## src/rtl/bullcow_display.sv

```systemverilog
// Bulls and Cows status renderer for an 8-digit multiplexed common-anode seven-segment display.
// Optional end-game blinking is enabled by defining BULLCOW_DISP_BLINK_EN.
module bullcow_display #(
  parameter int SCAN_DIV     = 100000,
  parameter int BLINK_FRAMES = 64
) (
  input  logic       clock,
  input  logic       reset,
  input  logic [2:0] game_state,
  input  logic [2:0] bull_count,
  input  logic [2:0] cow_count,
  input  logic [7:0] J1_points,
  input  logic [7:0] J2_points,
  output logic [7:0] an,
  output logic [7:0] dec_ddp
);

  localparam int PW = (SCAN_DIV > 1) ? $clog2(SCAN_DIV) : 1;
  localparam logic [PW-1:0] PRESC_LAST = PW'(SCAN_DIV - 1);

  localparam logic [2:0] ST_J1_SETUP = 3'b000;
  localparam logic [2:0] ST_J2_SETUP = 3'b001;
  localparam logic [2:0] ST_J1_GUESS = 3'b010;
  localparam logic [2:0] ST_J2_GUESS = 3'b011;
  localparam logic [2:0] ST_END      = 3'b111;

  // Glyphs in gfedcba order, bit 0 = segment a.
  localparam logic [6:0] G_BLANK = 7'h00;
  localparam logic [6:0] G_DASH  = 7'h40;
  localparam logic [6:0] G_LC_B  = 7'h7C;
  localparam logic [6:0] G_UC_C  = 7'h39;
  localparam logic [6:0] G_UC_E  = 7'h79;
  localparam logic [6:0] G_UC_J  = 7'h1E;
  localparam logic [6:0] G_UC_S  = 7'h6D;
  localparam logic [6:0] G_LC_T  = 7'h78;

  if (SCAN_DIV < 1 || BLINK_FRAMES < 1) begin : g_bad_param
    $error("bullcow_display: SCAN_DIV and BLINK_FRAMES must both be at least 1");
  end

  typedef struct packed {
    logic [2:0] state;
    logic [2:0] bull;
    logic [2:0] cow;
    logic [7:0] p1;
    logic [7:0] p2;
  } snap_t;

  logic [PW-1:0] presc;
  logic [2:0]    idx;
  snap_t         snap;
  logic          scan_tick;
  logic          frame_end;
  logic          phase_on;
  logic [6:0]    glyph;
  logic [7:0]    an_next;
  logic [7:0]    seg_next;

  assign scan_tick = (presc == PRESC_LAST);
  assign frame_end = scan_tick && (idx == 3'd7);

  function automatic logic [6:0] hex_glyph(input logic [3:0] v);
    logic [6:0] g;
    g = G_BLANK;
    case (v)
      4'h0: g = 7'h3F;
      4'h1: g = 7'h06;
      4'h2: g = 7'h5B;
      4'h3: g = 7'h4F;
      4'h4: g = 7'h66;
      4'h5: g = 7'h6D;
      4'h6: g = 7'h7D;
      4'h7: g = 7'h07;
      4'h8: g = 7'h7F;
      4'h9: g = 7'h6F;
      4'hA: g = 7'h77;
      4'hB: g = 7'h7C;
      4'hC: g = 7'h39;
      4'hD: g = 7'h5E;
      4'hE: g = 7'h79;
      4'hF: g = 7'h71;
      default: g = G_BLANK;
    endcase
    return g;
  endfunction

  always_ff @(posedge clock or posedge reset) begin
    if (reset) begin
      presc <= '0;
      idx   <= '0;
    end else if (scan_tick) begin
      presc <= '0;
      idx   <= idx + 3'd1;
    end else begin
      presc <= presc + PW'(1);
    end
  end

  // Inputs are captured only at frame boundaries so a frame never mixes two status sets.
  always_ff @(posedge clock or posedge reset) begin
    if (reset) begin
      snap <= '0;
    end else if (frame_end) begin
      snap.state <= game_state;
      snap.bull  <= bull_count;
      snap.cow   <= cow_count;
      snap.p1    <= J1_points;
      snap.p2    <= J2_points;
    end
  end

`ifdef BULLCOW_DISP_BLINK_EN
  localparam int FW = (BLINK_FRAMES > 1) ? $clog2(BLINK_FRAMES) : 1;
  localparam logic [FW-1:0] FRAME_LAST = FW'(BLINK_FRAMES - 1);

  logic [FW-1:0] frame_cnt;
  logic          blink_on;

  // Counting requires end game both in the frame just finished and the one being loaded,
  // so the first end-game frame always starts visible and leaving end game never blanks.
  always_ff @(posedge clock or posedge reset) begin
    if (reset) begin
      frame_cnt <= '0;
      blink_on  <= 1'b1;
    end else if (frame_end) begin
      if (game_state == ST_END && snap.state == ST_END) begin
        if (frame_cnt == FRAME_LAST) begin
          frame_cnt <= '0;
          blink_on  <= ~blink_on;
        end else begin
          frame_cnt <= frame_cnt + FW'(1);
        end
      end else begin
        frame_cnt <= '0;
        blink_on  <= 1'b1;
      end
    end
  end

  assign phase_on = blink_on;
`else
  assign phase_on = 1'b1;
`endif

  always_comb begin
    glyph = G_BLANK;
    case (snap.state)
      ST_J1_SETUP, ST_J2_SETUP: begin
        case (idx)
          3'd7: glyph = G_UC_J;
          3'd6: glyph = snap.state[0] ? hex_glyph(4'h2) : hex_glyph(4'h1);
          3'd4: glyph = G_UC_S;
          3'd3: glyph = G_UC_E;
          3'd2: glyph = G_LC_T;
          default: glyph = G_BLANK;
        endcase
      end
      ST_J1_GUESS, ST_J2_GUESS: begin
        case (idx)
          3'd7: glyph = G_UC_J;
          3'd6: glyph = snap.state[0] ? hex_glyph(4'h2) : hex_glyph(4'h1);
          3'd4: glyph = G_LC_B;
          3'd3: glyph = hex_glyph({1'b0, snap.bull});
          3'd1: glyph = G_UC_C;
          3'd0: glyph = hex_glyph({1'b0, snap.cow});
          default: glyph = G_BLANK;
        endcase
      end
      ST_END: begin
        case (idx)
          3'd7: glyph = hex_glyph(4'h1);
          3'd6: glyph = hex_glyph(snap.p1[7:4]);
          3'd5: glyph = hex_glyph(snap.p1[3:0]);
          3'd2: glyph = hex_glyph(4'h2);
          3'd1: glyph = hex_glyph(snap.p2[7:4]);
          3'd0: glyph = hex_glyph(snap.p2[3:0]);
          default: glyph = G_BLANK;
        endcase
      end
      default: glyph = G_DASH;
    endcase
  end

  // Pin order is {a..g,dp}, the reverse of the glyph encoding, all active-low.
  assign seg_next = ~{glyph[0], glyph[1], glyph[2], glyph[3], glyph[4], glyph[5], glyph[6], 1'b0};
  assign an_next  = phase_on ? ~(8'd1 << idx) : 8'hFF;

  always_ff @(posedge clock or posedge reset) begin
    if (reset) begin
      an      <= 8'hFF;
      dec_ddp <= 8'hFF;
    end else begin
      an      <= an_next;
      dec_ddp <= seg_next;
    end
  end

endmodule

```

## config.mk

```make
export PLATFORM = sky130hd
export DESIGN_NAME = bullcow_display
export DESIGN_NICKNAME = d
export VERILOG_FILES = /design/src/rtl/bullcow_display.sv
export SDC_FILE = /design/constraint.sdc
export NUM_CORES = 1
export LEC_CHECK = 0
export CORE_ASPECT_RATIO = 1.25
export CORE_MARGIN = 1.5
export CORE_UTILIZATION = 58
export DETAILED_ROUTE_END_ITERATION = 7
export PLACE_DENSITY_LB_ADDON = 0.12
export SLEW_MARGIN = 10
export SYNTH_ARGS = -nofsm -noshare
export SYNTH_HDL_FRONTEND = slang
export SYNTH_SLANG_ARGS = --single-unit
export TNS_END_PERCENT = 1
```

## constraint.sdc

```tcl
create_clock -name clock -period 3.1 [get_ports clock]
set_clock_uncertainty 0.2 [all_clocks]
set_input_delay 0.31 -clock clock [delete_from_list [all_inputs] [get_ports clock]]
set_output_delay 0.31 -clock clock [all_outputs]
set_load 0.02 [all_outputs]
```

==> results.md <==
- Diodes inserted: 0
- Worst hold slack: 0.1760 ns
- Largest net degree at the start of global routing: 32
- Yosys top cell by area: dfrtp_1
- Vias in the first global route: 3,154
- Compound-Gate Fraction of Synth Area: 14.07%
- Crit path DAT: 2.66 ns
- Count leader, synth: dfrtp_1
- RSZ-0062 raised after global routing: false
- Syn avg cell area: 10.19 sq um
- Core box area: 6934 sq um
- Share of post-route cells with drive strength above 1: 16.14%
- Switching pwr: 0.4703 mW
- # fillers: 554
- Antenna viol nets, final: 0
- Leak: 2.158 nW
- Via count: 3,094
- Initial antenna violation count: 0
- Yosys warnings: 0
- Largest family of logic cells by synthesized area: multiplexers
- Critical path launch point type: register
- Via density: 5.772
- Final Max Slew Viols: 0
- Skew-Pair Late Insertion Delay: 0.34 ns
- EDFF count, synth: 0
- FF+latch count, synth: 60
- Synthesis-to-finish area growth: 14.55%
- Worst-path clk slew: 0.07 ns
- Post-Syn Instances: 406
- Post-synthesis mux area share: 14.46%
- Sequential power share: 50.4%
- Register area: 1520 sq um
- Worst Setup End Kind: register
- Unique masters post-synth: 60
- Pwr/cell area: 356.5 nW/um^2
- FFs w/ async S/R, synth: 100.0%
- Fin crit period: 2.590 ns
- NumNets Final: 509
- Gr usage total: 24.11%
- Period utilization: 83.56%
- Worst Path Class, Setup: register to register
- Syn Nets: 474
- Router iterations before antenna repair: 7
- Clock Tree Buf Depth: 2
- VDD IR max: 245.9 uV
- Die width: 78.54 um
- Sequential share of the synthesized area: 36.75%
- Wire length per cell: 16.18 um
- Post-Synth Simple-Gate Area: 13.13%
- Top_reg_cell synth: dfrtp_1
- Fin. Hold Viols: 0
- Critical-path top delay cell: dfrtp_1
- P_int: 1.219 mW
- Num CTS Buffers: 9
- Adder-cell share of the synthesized area: 12.40%
- Cts hold-fix bufs: 0
- H-tree levels: 3
- Port Buffer Count: 41
- WL final: 8.673 mm
- Gpl congestion: 0.9015
- IO Count: 43
- Root Driver: clkbuf_8
- Area of the mapped netlist: 4136 sq um
- Initial drt markers: 139
- Delay-heaviest family, CP: compound AO/OA/AOI/OAI gates
- Area of the multi-input gates: 2380 sq um
- Post-detailed-placement half-perimeter wirelength: 6.386 mm
- Worst-path cell chain: inv_1 -> ha_1 -> nor2b_1 -> clkinv_1 -> a21o_1 -> o221ai_1 -> o21ai_0 -> o221a_2
- Standard-cell row count: 34
- Most frequent cells after synthesis: 45 x dfrtp_1, 41 x ha_1, 29 x inv_1
- Worst path required time: 3.17 ns
- Post-route DRC violation count: 0
- Buf/Inv on CP: 2
- Die height: 97.42 um
- Max frequency: 0.3860 GHz
- Slew headroom: 55.78%
- Sw Share: 27.84%
- Clock power share: 36.2%
- Post-CTS Resized: 0
- Outcome: completed
- Worst Tran Pin Value: 0.6623 ns
- Number of setup violations in the final report: 0
- Synth Area in XOR/XNOR: 3.388%
- Share of the synthesized area in the top cell type: 27.22%
- Gate power share: 13.3%
- Total grt overflow: 0
- CTS sink count: 60
- Starting Density: 59.65%
- Overall Power: 1.689 mW
- Number of buffers added for setup after CTS: 0
- Setup TNS Final: 0 ns
- CP Max Fanout: 8
- Die ar.: 7651 sq um
- Max Cap Viol: 0
- Worst Hold Class: input pin to asynchronous set/reset pin
- Synth top area cells: dfrtp_1 27%, ha_1 12%, dfstp_2 9.5%
- CP max stage delay: 0.45 ns
- CTS tree: yes
- First-pass GRT wire length: 14.61 mm
-- cells by family after synthesis --
logic type / after synthesis
AOI/OAI and AO/OA: 87
xor gates and xnor gates: 16
adders and majority gates: 41
buffers and inverters: 50
DFF: 60
muxes: 45
other: 1
and+or+nand+nor: 106
-- sequential cells by signal (all words and copies together) (netlist names) --
| register | cells |
|---|---|
| an | 8 |
| dec_ddp | 7 |
| idx | 3 |
| presc | 17 |
| snap | 25 |
-- layer usage --
| metal | vias up | part of all wire, % | GRT usage [%] |
|---|---|---|---|
| met5 | - | 0 | 0 |
| met1 | 1495 | 43 | 29.52 |
| met4 | 0 | 2.6 | 12.09 |
| met3 | 17 | 3.1 | 3.944 |
| met2 | 71 | 51 | 40.52 |
| li1 | 1511 | - | - |
-- cells in the final DEF (no fill, tap or decap), drive strengths merged, types with 9 or more instances in the layout --
cell	instances
a21oi	20
clkbuf	9
clkdlybuf4s50	41
dfrtp	45
dfstp	15
ha	41
inv	29
mux2	28
mux2i	14
nand2	27
nand3	10
nor2	28
nor2b	9
o21ai	18
xnor2	9
-- layout make-up --
class                           instances  share of cell area (%)
Clock buffer                            9                   2.614
Clock inverter                          7                  0.9242
Inverter                               30                   2.377
Multi-Input combinational cell        296                   50.22
Sequential cell                        60                   32.08
Tap cell                               90                   2.377
Timing Repair Buffer                   44                   9.401
-- worst register-to-register path, delay by kind of cell (launching register included) --
kind,cells,cell delay (ns)
adders and majority gates,1,0.24
and+or+nand+nor,1,0.39
buffers and inverters,2,0.50
AOI/OAI and AO/OA,4,0.75
DFF,1,0.45
-- metrics by stage --
step,util (%),cells,area (sq um),worst slack [ns]
2_1_floorplan,-,406,4136,0.8773
3_3_place_gp,65.91,520,4571,0.6885
5_1_grt,68.33,536,4738,0.2952
6_report,68.33,536,4738,0.5095
4_1_cts,68.33,536,4738,0.5404
3_5_place_dp,65.91,520,4571,0.5630
-- power by group through the flow --
stage / combinational, mW / sequential, mW / clock [mW]
CTS: 0.227 / 0.852 / 0.620
finish: 0.225 / 0.852 / 0.612
global route: 0.250 / 0.858 / 0.651
floorplan: 0.149 / 0.855 / 0
detailed placement: 0.225 / 0.866 / 0
global placement: 0.220 / 0.865 / 0
-- final timing paths --
check                      slack [ns]    endpoint  startpoint  depth (start not counted)
max reg2reg                      0.51  dec_ddp[7]      idx[0]                          8
min                              0.18    snap[16]       reset                          2
max in group asynchronous        1.86       an[6]       reset                          3
min reg2reg                      0.28    presc[0]    presc[0]                          1
max                              0.51  dec_ddp[7]      idx[0]                          8
min in group clock               0.28    presc[0]    presc[0]                          1
(Power assumes the default switching activity.)
